===== src/rtl/hls_stream_fifo.sv =====
// Single-clock stream FIFO that feeds generated read kernels; valid/ready handshake on both the write and read sides.
// Latency: a pushed word can be popped from the next cycle; a popped word appears on out_data the cycle after the pop and holds until the next pop.
// Backpressure: write_ready drops at full and read_ready drops at empty, both from registered state only; a request that is not ready is dropped silently.
module hls_stream_fifo #(
   parameter  int WIDTH = 32,
   parameter  int DEPTH = 16,
   localparam int CNT_W = $clog2(DEPTH) + 1
) (
   input  logic             clk,
   input  logic             rst,
   input  logic             sclr,
   input  logic [WIDTH-1:0] in_data,
   input  logic             write_valid,
   output logic             write_ready,
   input  logic             read_valid,
   output logic             read_ready,
   output logic [WIDTH-1:0] out_data,
   output logic [CNT_W-1:0] count
);

   localparam int PTR_W = $clog2(DEPTH);

   logic [WIDTH-1:0] mem [DEPTH];
   logic [PTR_W-1:0] wr_ptr;
   logic [PTR_W-1:0] rd_ptr;
   logic             full;
   logic             empty;
   logic             push;
   logic             pop;

   // Occupancy flags come only from the count register, so there is no path from the request inputs to the ready outputs.
   assign full  = (count == CNT_W'(DEPTH));
   assign empty = (count == '0);

   // The async-reset flops already dominate during reset, so push and pop need no reset term.
   // Only the visible ready outputs are forced low while reset is held.
   assign push        = write_valid & ~full;
   assign pop         = read_valid & ~empty;
   assign write_ready = rst & ~full;
   assign read_ready  = rst & ~empty;

   // Storage write. The array is deliberately not reset, and a clear discards a push issued in the same cycle.
   always_ff @(posedge clk) begin
      if (push && !sclr) begin
         mem[wr_ptr] <= in_data;
      end
   end

   // Pointers and occupancy. A clear has priority over a push or pop in the same cycle.
   always_ff @(posedge clk or negedge rst) begin
      if (!rst) begin
         wr_ptr <= '0;
         rd_ptr <= '0;
         count  <= '0;
      end else if (sclr) begin
         wr_ptr <= '0;
         rd_ptr <= '0;
         count  <= '0;
      end else begin
         if (push) begin
            wr_ptr <= wr_ptr + 1'b1;
         end
         if (pop) begin
            rd_ptr <= rd_ptr + 1'b1;
         end
         case ({push, pop})
            2'b10:   count <= count + 1'b1;
            2'b01:   count <= count - 1'b1;
            default: count <= count;
         endcase
      end
   end

   // Registered read data. It updates only on a pop, so a clear leaves the last popped word in place.
   always_ff @(posedge clk or negedge rst) begin
      if (!rst) begin
         out_data <= '0;
      end else if (pop && !sclr) begin
         out_data <= mem[rd_ptr];
      end
   end

endmodule


===== config.mk =====
export PLATFORM = sky130hd
export DESIGN_NAME = hls_stream_fifo
export DESIGN_NICKNAME = d
export VERILOG_FILES = /design/src/rtl/hls_stream_fifo.sv
export SDC_FILE = /design/constraint.sdc
export NUM_CORES = 1
export LEC_CHECK = 0
export BUFFER_PORTS_ARGS = -buffer_cell sky130_fd_sc_hd__buf_2
export CELL_PAD_IN_SITES_DETAIL_PLACEMENT = 1
export CELL_PAD_IN_SITES_GLOBAL_PLACEMENT = 1
export CORE_MARGIN = 2
export CORE_UTILIZATION = 25
export CTS_BUF_LIST = sky130_fd_sc_hd__clkbuf_8
export CTS_CLUSTER_SIZE = 14
export DETAILED_ROUTE_END_ITERATION = 16
export PLACE_DENSITY = 0.56
export RECOVER_POWER = 100
export SLEW_MARGIN = 20
export SYNTH_ARGS = -nofsm -noshare
export SYNTH_HDL_FRONTEND = slang
export SYNTH_SLANG_ARGS = --single-unit

===== constraint.sdc =====
create_clock -name clk -period 4.7 [get_ports clk]
set_clock_uncertainty 0.05 [all_clocks]
set_input_delay 0.235 -clock clk [delete_from_list [all_inputs] [get_ports clk]]
set_output_delay 0.235 -clock clk [all_outputs]
set_load 0.1 [all_outputs]

==> results of run 1 <==
[metrics by stage]
step	cell area [um^2]	TNS (ns)	worst slack, ns	hold WS (ns)	instances
after global placement	23300	0	1.66	0.0672	2100
after CTS	25500	0	1.46	0.298	2315
after global routing	25200	0	0.642	0.476	2315
after detailed placement	23400	0	1.49	0.0721	2103
final	25200	0	0.926	0.452	2315
after floorplan	21400	-53.79	-0.840	-0.111	900
[registers in the layout, indices dropped and copies added (netlist names)]
register	flops
wr_ptr	4
mem	512
count	5
out_data	32
rd_ptr	4
[worst max-delay path: cells and delay by family (launching register included)]
kind / cells / cell delay, ns
AOI/OAI and AO/OA: 1 / 0.75
buffers and inverters: 1 / 0.25
DFF: 1 / 0.49
and+or+nand+nor: 3 / 1.89
[cells in the mapped netlist (all sizes together) (5+ instances only)]
master	number
a21oi	5
buf	23
clkbuf	24
dfrtp	45
edfxtp	512
ha	7
inv	5
mux2	32
mux4	160
nand2	9
nand3	6
nor2	20
o21ai	5
xor2	6
[per-layer routing]
layer  track usage, %  up-vias  wire (um)
li1                 -     4229          -
met1             14.4     5321      20900
met5                0        -          7
met3             2.56       98       2070
met2             20.0      187      25400
met4             3.65        2       1110
[path summary, 6_finish.rpt]
check | slack (ns) | end | depth (start not counted)
setup / recovery | 0.93 | mem[14][23]$_DFFE_PP_ | 5
hold / removal | 0.45 | out_data[23]$_DFFE_PN0P_ | 1
setup reg to reg | 0.93 | mem[14][23]$_DFFE_PP_ | 5
hold reg to reg | 0.45 | out_data[23]$_DFFE_PN0P_ | 1
max in group asynchronous | 1.36 | rd_ptr[1]$_DFFE_PN0P_ | 3
min in group asynchronous | 0.59 | count[0]$_DFFE_PN0P_ | 3
[power breakdown]
part / switching, mW / leakage (nW) / internal (mW) / total, mW
Combinational: 2.31 / 1.64 / 1.22 / 3.53
Clock: 1.92 / 1.01 / 2.05 / 3.97
Sequential: 0.227 / 5.16 / 5.66 / 5.89
Total: 4.46 / 7.81 / 8.93 / 13.4
[cell type report]
class	instances	area, um^2	area share, %
well taps	1144	1430	5.67
clock inverters	72	332	1.31
inverters	5	18.8	0.0744
multi-input cells	291	4600	18.2
repair buffers	144	931	3.69
flip-flops and latches	557	16500	65.4
clock buffers	102	1400	5.56
[cells by family after synthesis]
family | Yosys count | share of synthesized area [%]
adder cells (fa/ha/maj) | 7 | 0.409
buffers and inverters | 52 | 1.38
AND/OR/NAND/NOR | 62 | 1.50
multiplexers | 195 | 18.7
flip-flops | 557 | 77.1
AO/OA/AOI/OAI | 18 | 0.544
XOR/XNOR | 9 | 0.368
==> results.txt, run 1 <==
----------------------------------------------------
[Die]
  Count of pins on the block boundary ... 76
  Die Footprint ... around 88000 um^2
  Width of the die ... between 200 and 300 um
  Die Span Y ... between 200 and 300 um
  Std cell rows ... approximately 110
  Initial cell density of the core ... between 20 and 30%
  Core Region ... around 85000 um^2

[Placed design]
  Number of port buffers ... 75
  Total half-perimeter wirelength after legalization and detailed placement ... between 20000 and 30000 um
  Routability congestion estimate ... 0.789

[Global routing]
  Initial antenna violation count ... 2
  Global-route wire length before repair ... 73900 um
  Global-route congestion overflow total ... 0
  Vias in the first global route ... 11.1k
  Largest net degree at the start of global routing ... 85
  GR Util All Layers ... between 10% and 20%

[Routing]
  Routed WL ... roughly 49000 um
  Detailed-route via count ... between 9k and 10k
  Detail Route Antenna Nets ... 0
  Starting DRT DRC Count ... 683
  Iteration count of the initial detailed-routing pass ... 4
  Via density per instance ... about 4.2
  Routed wirelength normalized by instance count ... approximately 21 um
  Remaining design rule violation count ... 0

[Yosys]
  FF+latch count, synth ... roughly 560
  Post-synth EDFFs ... 512
  Number of warnings issued by yosys ... 0
  Commonest register cell after synthesis ... edfxtp_1
  Async set-reset flop share out of synthesis ... a little over 8%
  Fraction of the yosys area taken by sequential cells ... 77.1%
  Area contributors post-synth ... edfxtp_1 72%, mux4_2 17%, dfrtp_1 5.3%, mux2_2 1.7%, buf_6 0.58%
  Avg Cell Area, Syn ... around 24 um^2
  Post-synth design cell area ... around 21000 um^2
  Share of the synthesized area in the top cell type ... 71.9%
  Cell type with the largest total area after synthesis ... edfxtp_1
  Count of mapped cells out of synthesis ... 900
  Synthesized netlist net count ... around 940
  Unique masters post-synth ... 42

[Clock network]
  Num Clock Sinks ... ~560
  Number of H-tree branching levels ... 3
  Master cell of the clock root buffer ... clkbuf_8
  Register clock-pin slew on the reported worst setup and hold paths ... ~0.060 ns
  Hold-fix buffer count after cts ... 38
  Maximum buffer depth of the clock tree ... 3
  CTS tree ... done
  Post-CTS setup buffer count ... 0
  Number of CTS-inserted buffers ... 94
  Insertion delay of the later-clocked pin in the worst-skew pair ... roughly 0.67 ns
  Cells resized by post-CTS repair ... 0

[Critical path]
  Worst Path Class, Setup ... flip-flop to flip-flop
  Kind of end point of the critical path ... flip-flop
  CP startpoint ... count[2]$_DFFE_PN0P_
  CP required ... roughly 5.0 ns
  Crit start category ... flip-flop
  Critical Path, Cell by Cell ... nor4_1, a21oi_1, nand3_1, nor2_1, buf_16
  Critical-path top delay cell ... nor2_1
  Maximum fanout encountered on the critical timing path ... 17
  Data arrival time at the worst-slack endpoint ... between 4 and 5 ns
  Origin of the critical flop-to-flop path ... count[2]$_DFFE_PN0P_
  Largest stage delay, worst path ... between 1 and 1.5 ns

[STA]
  Relative slew slack ... -92.7%
  Unrepaired setup endpoints after global routing ... no
  Worst Tran Pin Value ... a little under 3 ns
  Final hold violation count ... 0
  FMAX ... 0.265 GHz
  Min Clock Period, post-route ... 3.77 ns
  Final Max Slew Viols ... 72
  Total of endpoints with negative setup slack in the final report ... 0
  Final worst path period share ... 80.3%

[Power]
  IR drop worst, VDD ... about 210 uV
  Reported leakage power ... roughly 7.8 nW
  Pwr per Cell Area ... 531 nW/um^2
  Power, Total ... roughly 13 mW

[Hold path]
  Worst hold-check path type ... flip-flop to flip-flop
  Startpoint of the lowest-slack hold path ... out_data[23]$_DFFE_PN0P_

[Finish]
  End-of-flow core utilization ... slightly below 30%
  Most common library cell in the layout ignoring fill and taps ... edfxtp_1
  Number of filler cells placed in the layout ... approximately 8.6k
  Area growth syn-to-layout ... 17.9%
  Number of antenna diodes ... 0
  Final #Nets ... around 1.1k
  Layout cells sized above 1 ... between 20% and 30%
  Highest-count cells in the layout ignoring fill and taps ... 512 x edfxtp_1, 160 x mux4_2, 102 x clkbuf_8

[Outcome]
  Status ... finished with violations
  Violated checks ... max-capacitance violations, max-slew violations

[Flow run]
  Number of violations of the max-capacitance limit ... 3

----------------------------------------------------
(Power assumes the default switching activity.)
==> inputs of run 2 (changes only) <==
- PLACE_DENSITY: 0.56 -> 0.54
- clock period: 4.7 -> 3.7 ns (I/O delays scaled with it)
==> results.txt, run 2 (synthesis gave the netlist of run 1 again) <==
----------------------------------------------------
[Routing]
  Detail Route Antenna Nets ... 0
  Detailed-route via count ... 9916
  Remaining design rule violation count ... 0
  Routed wirelength normalized by instance count ... roughly 22 um
  Metal2 WL ... 26700 um
  Topmost layer with routed signal wires ... met5
  Routed WL ... between 50000 and 60000 um
  Met1 wire length ... about 22000 um
  Iteration count of the initial detailed-routing pass ... 4
  Met3 wire length ... between 2000 and 2500 um
  Via density per instance ... between 4 and 5
  Starting DRT DRC Count ... between 600 and 700

[Finish]
  Final instance count without filler cells ... about 2.3k
  Area growth syn-to-layout ... 18.9%
  Number of flip-flops under the largest register name ... around 500
  Largest register by flop count ... mem
  Highest-count cells in the layout ignoring fill and taps ... 512 x edfxtp_1, 160 x mux4_2, 105 x clkbuf_8
  Final std cell area, no fill ... ~25000 um^2
  Layout cells sized above 1 ... a little under a third
  End-of-flow core utilization ... 29.9%
  Number of antenna diodes ... 0
  Top flop regs ... mem (512), out_data (32), count (5)
  Final #Nets ... 1141
  Most common library cell in the layout ignoring fill and taps ... edfxtp_1

[Clock network]
  Maximum buffer depth of the clock tree ... 3
  Insertion delay of the later-clocked pin in the worst-skew pair ... 0.66 ns
  Number of H-tree branching levels ... 3
  Num Clock Sinks ... 557
  CTS tree ... done
  Master cell of the clock root buffer ... clkbuf_8
  Register clock-pin slew on the reported worst setup and hold paths ... approximately 0.060 ns
  Post-CTS setup buffer count ... 0
  Number of CTS-inserted buffers ... 96

[Critical path]
  Kind of end point of the critical path ... flip-flop
  Origin of the critical flop-to-flop path ... count[1]$_DFFE_PN0P_
  Data arrival time at the worst-slack endpoint ... 3.64 ns
  Maximum fanout encountered on the critical timing path ... 32
  Crit Reg-Reg Endpoint ... out_data[0]$_DFFE_PN0P_
  Path depth of the worst reg2reg path ... 6
  CP required ... about 4.2 ns
  Worst Path Class, Setup ... flip-flop to flip-flop
  Minimum setup slack among reg-to-reg paths ... 0.54 ns
  Crit start category ... flip-flop

[Placed design]
  Number of port buffers ... 75
  Routability congestion estimate ... roughly 0.68
  Total half-perimeter wirelength after legalization and detailed placement ... 28200 um
  Placed Area ... between 20000 and 25000 um^2
  Cell count after placement ... between 2k and 2.5k

[STA]
  FMAX ... approximately 0.32 GHz
  Relative slew slack ... less than 1%
  Post-route worst hold slack ... approximately 0.45 ns
  Total negative setup slack ... 0 ns
  Min Clock Period, post-route ... around 3.2 ns
  Final hold violation count ... 0
  Final worst path period share ... 85.5%
  Worst Tran Pin Value ... roughly 1.5 ns
  Final Max Slew Viols ... 0
  Unrepaired setup endpoints after global routing ... no
  Total of endpoints with negative setup slack in the final report ... 0

[Global routing]
  Global-route wire length before repair ... ~80000 um
  GR Util All Layers ... 12.2%
  Largest net degree at the start of global routing ... 43
  Vias in the first global route ... 11.3k
  Initial antenna violation count ... 2
  Global-route congestion overflow total ... 0

[Die]
  Initial cell density of the core ... 25.2%
  Die Footprint ... just under 90000 um^2
  Width of the die ... between 200 and 300 um
  Die Span Y ... roughly 300 um
  Std cell rows ... between 100 and 150
  Core Region ... 85000 um^2
  Count of pins on the block boundary ... 76

[Hold path]
  Startpoint of the lowest-slack hold path ... out_data[17]$_DFFE_PN0P_
  Hold Path Sink ... out_data[17]$_DFFE_PN0P_
  Depth of the worst hold-timing path ... 1
  Worst hold-check path type ... flip-flop to flip-flop

[Power]
  Reported leakage power ... around 7.9 nW
  Pwr per Cell Area ... ~680 nW/um^2
  IR drop worst, VDD ... 414 uV

[Flow run]
  Number of violations of the max-capacitance limit ... 1

[Outcome]
  Violated checks ... max-capacitance violations
  Status ... finished with violations

----------------------------------------------------
==> run 2: what timing repair did <==
| action | 4_1_cts | 5_1_grt |
|---|---|---|
| resized for setup | 0 | 0 |
| hold buffers | 38 | 0 |
| setup endpoints to repair | 0 | 0 |
| endpoints found under the hold margin | 569 | 0 |
==> run 2: per-stage QoR <==
stage                     total power [mW]  setup WS, ns
after floorplan                       11.2        -0.971
after global placement                12.2         0.938
after detailed placement              12.3         0.798
after CTS                             17.7         0.800
after global routing                  18.1         0.353
final                                 17.3         0.536
==> run 2: metal layers <==
layer / vias to the layer above / GRT usage [%]
li1: 4238 / -
met1: 5416 / 15.4
met2: 177 / 21.1
met3: 81 / 2.74
met4: 4 / 3.44
met5: - / 0
==> run 2: worst max path at each step <==
stage | cells after the start | to | start
finish | 6 | out_data[0]$_DFFE_PN0P_ | count[1]$_DFFE_PN0P_
global route | 9 | count[4]$_DFFE_PN0P_ | count[1]$_DFFE_PN0P_
CTS | 6 | out_data[5]$_DFFE_PN0P_ | count[1]$_DFFE_PN0P_
detailed placement | 6 | out_data[1]$_DFFE_PN0P_ | count[1]$_DFFE_PN0P_
global placement | 6 | out_data[29]$_DFFE_PN0P_ | count[1]$_DFFE_PN0P_
floorplan | 5 | mem[15][0]$_DFFE_PP_ | count[1]$_DFFE_PN0P_
==> run 2: critical path, cell delays in order (launching register included) <==
cell and delay, ns:
dfrtp_1 0.46, nor4_1 0.87, nand2_1 0.27, nand2_1 0.23, or2_2 0.15, buf_4 0.57, mux2_2 0.40
==> run 2: where the power goes <==
part	switching, mW	total (mW)	internal (mW)
sequential	0.305	7.50	7.19
combinational	2.90	4.47	1.57
clock	2.47	5.35	2.88
total	5.68	17.3	11.6
==> run 2: area by class of cell <==
cell class	count	area (um^2)
Fill cell	8609	59600
Multi-Input combinational cell	291	4650
Timing Repair Buffer	146	986
Inverter	5	18.8
Sequential cell	557	16500
Tap cell	1144	1430
Clock buffer	105	1450
Clock inverter	70	392
==> inputs of run 3 (changes only) <==
- CAP_MARGIN: unset -> 0
- CORE_UTILIZATION: 25 -> 50
- PLACE_DENSITY: 0.54 -> 0.85
==> results.txt, run 3 (synthesis gave the netlist of run 1 again) <==
----------------------------------------------------
[Outcome]
  Status ... finished with violations
  Violated checks ... negative hold slack

[STA]
  Total of endpoints with negative setup slack in the final report ... 0
  Unrepaired setup endpoints after global routing ... no
  Final Max Slew Viols ... 0
  Final hold violation count ... 6
  Setup ws final ... around 0.53 ns
  Relative slew slack ... about 5.6%
  Final worst path period share ... 85.8%
  Min Clock Period, post-route ... ~3.2 ns
  Worst Tran Pin Value ... 1.42 ns
  Post-route worst hold slack ... -0.0181 ns
  FMAX ... 0.315 GHz

[Critical path]
  Crit Reg-Reg Endpoint ... mem[5][11]$_DFFE_PP_
  Worst Path Class, Setup ... flip-flop to flip-flop
  Crit start category ... flip-flop
  CP required ... between 3 and 4 ns
  Maximum fanout encountered on the critical timing path ... 17
  Largest stage delay, worst path ... about 1.1 ns
  Origin of the critical flop-to-flop path ... count[1]$_DFFE_PN0P_
  Critical Path, Cell by Cell ... nor4_2, a21oi_1, clkbuf_1, nand2_1, nor2_2, buf_12
  Kind of end point of the critical path ... flip-flop
  Path depth of the worst reg2reg path ... 6
  Data arrival time at the worst-slack endpoint ... 3.45 ns
  Minimum setup slack among reg-to-reg paths ... 0.53 ns
  Critical-path top delay cell ... nor2_2

[Finish]
  Number of antenna diodes ... 0
  Layout cells sized above 1 ... 31.1%
  Final #Nets ... 1130
  Most common library cell in the layout ignoring fill and taps ... edfxtp_1
  Area growth syn-to-layout ... 14.9%
  Final std cell area, no fill ... approximately 25000 um^2
  Highest-count cells in the layout ignoring fill and taps ... 512 x edfxtp_1, 160 x mux4_2, 103 x clkbuf_8
  Largest register by flop count ... mem
  Number of flip-flops under the largest register name ... just over 500
  End-of-flow core utilization ... between 50% and 60%
  Top flop regs ... mem (512), out_data (32), count (5)
  Number of filler cells placed in the layout ... 3532

[Die]
  Count of pins on the block boundary ... 76
  Die Span Y ... around 210 um
  Die Footprint ... 44500 um^2
  Initial cell density of the core ... around half
  Core Region ... 42100 um^2
  Width of the die ... ~210 um
  Std cell rows ... 75

[Clock network]
  Insertion delay of the later-clocked pin in the worst-skew pair ... about 0.65 ns
  Post-CTS setup buffer count ... 0
  Maximum buffer depth of the clock tree ... 3
  Number of CTS-inserted buffers ... 87
  Num Clock Sinks ... ~560
  Hold-fix buffer count after cts ... 35
  Master cell of the clock root buffer ... clkbuf_8
  CTS tree ... done
  Register clock-pin slew on the reported worst setup and hold paths ... 0.06 ns
  Number of H-tree branching levels ... 3
  Cells resized by post-CTS repair ... 0

[Routing]
  Detail Route Antenna Nets ... 0
  Routed wirelength normalized by instance count ... just under 30 um
  Remaining design rule violation count ... 0
  Via density per instance ... a little over 6
  Starting DRT DRC Count ... 909
  Routed WL ... 49400 um
  Iteration count of the initial detailed-routing pass ... 5
  Detailed-route via count ... approximately 10k

[Hold path]
  Startpoint of the lowest-slack hold path ... sclr
  Worst hold-check path type ... primary input to flip-flop
  Depth of the worst hold-timing path ... 2
  Hold Path Sink ... count[0]$_DFFE_PN0P_

[Power]
  Power, Total ... around 17 mW
  Reported leakage power ... about 8 nW
  IR drop worst, VDD ... between 400 and 500 uV
  Pwr per Cell Area ... 695 nW/um^2

[Placed design]
  Routability congestion estimate ... roughly 0.75
  Total half-perimeter wirelength after legalization and detailed placement ... about 29000 um
  Number of port buffers ... 75
  Placed Area ... about 23000 um^2
  Post-place setup slack ... slightly above 0.8 ns

[Flow run]
  Number of violations of the max-capacitance limit ... 0

[Global routing]
  Largest net degree at the start of global routing ... 42
  Initial antenna violation count ... 0
  Global-route wire length before repair ... 74100 um
  Vias in the first global route ... ~11k
  GR Util All Layers ... between 20% and 30%
  Global-route congestion overflow total ... 0

----------------------------------------------------
==> run 3: final cells by class <==
type | instances | area, um^2 | share of cell area, %
timing repair buffer | 144 | 993 | 4.04
clock inverter | 61 | 324 | 1.32
tap | 539 | 674 | 2.74
sequential | 557 | 16500 | 67.2
inverter | 5 | 18.8 | 0.0764
clock buffer | 103 | 1420 | 5.77
multi-input combinational | 291 | 4640 | 18.9
==> run 3: stage by stage <==
| step | setup TNS [ns] | cells |
|---|---|---|
| 2_1_floorplan | -96.32 | 900 |
| 3_3_place_gp | 0 | 1501 |
| 3_5_place_dp | 0 | 1501 |
| 4_1_cts | 0 | 1700 |
| 5_1_grt | 0 | 1700 |
| 6_report | 0 | 1700 |
==> run 3: worst max path at each step <==
stage                               startpoint                        to  slack, ns  cells past startpoint
final                     count[1]$_DFFE_PN0P_      mem[5][11]$_DFFE_PP_       0.53                      6
after global routing      count[1]$_DFFE_PN0P_      mem[5][11]$_DFFE_PP_       0.32                      6
after floorplan           count[1]$_DFFE_PN0P_      mem[15][0]$_DFFE_PP_      -0.97                      5
after global placement    count[1]$_DFFE_PN0P_  out_data[27]$_DFFE_PN0P_       0.96                      6
after detailed placement  count[1]$_DFFE_PN0P_  out_data[30]$_DFFE_PN0P_       0.82                      6
after CTS                 count[1]$_DFFE_PN0P_  out_data[26]$_DFFE_PN0P_       0.80                      6
==> run 3: worst max-delay path, delay by kind of cell, from the launching register on <==
kind | cells | cell delay, ns
DFF | 1 | 0.50
AOI/OAI and AO/OA | 1 | 0.16
buffers and inverters | 2 | 0.75
and+or+nand+nor | 3 | 1.36
==> run 3: layer usage <==
layer	vias up	global-route usage, %	share of wire [%]
li1	4214	-	-
met1	5594	29.9	39
met2	383	39.5	52
met3	96	5.44	5.9
met4	0	8.23	2.9
met5	-	0	0
==> run 3: power by group <==
group / internal, mW / switching, mW
logic: 1.58 / 2.88
registers: 7.19 / 0.325
clock network: 2.69 / 2.42
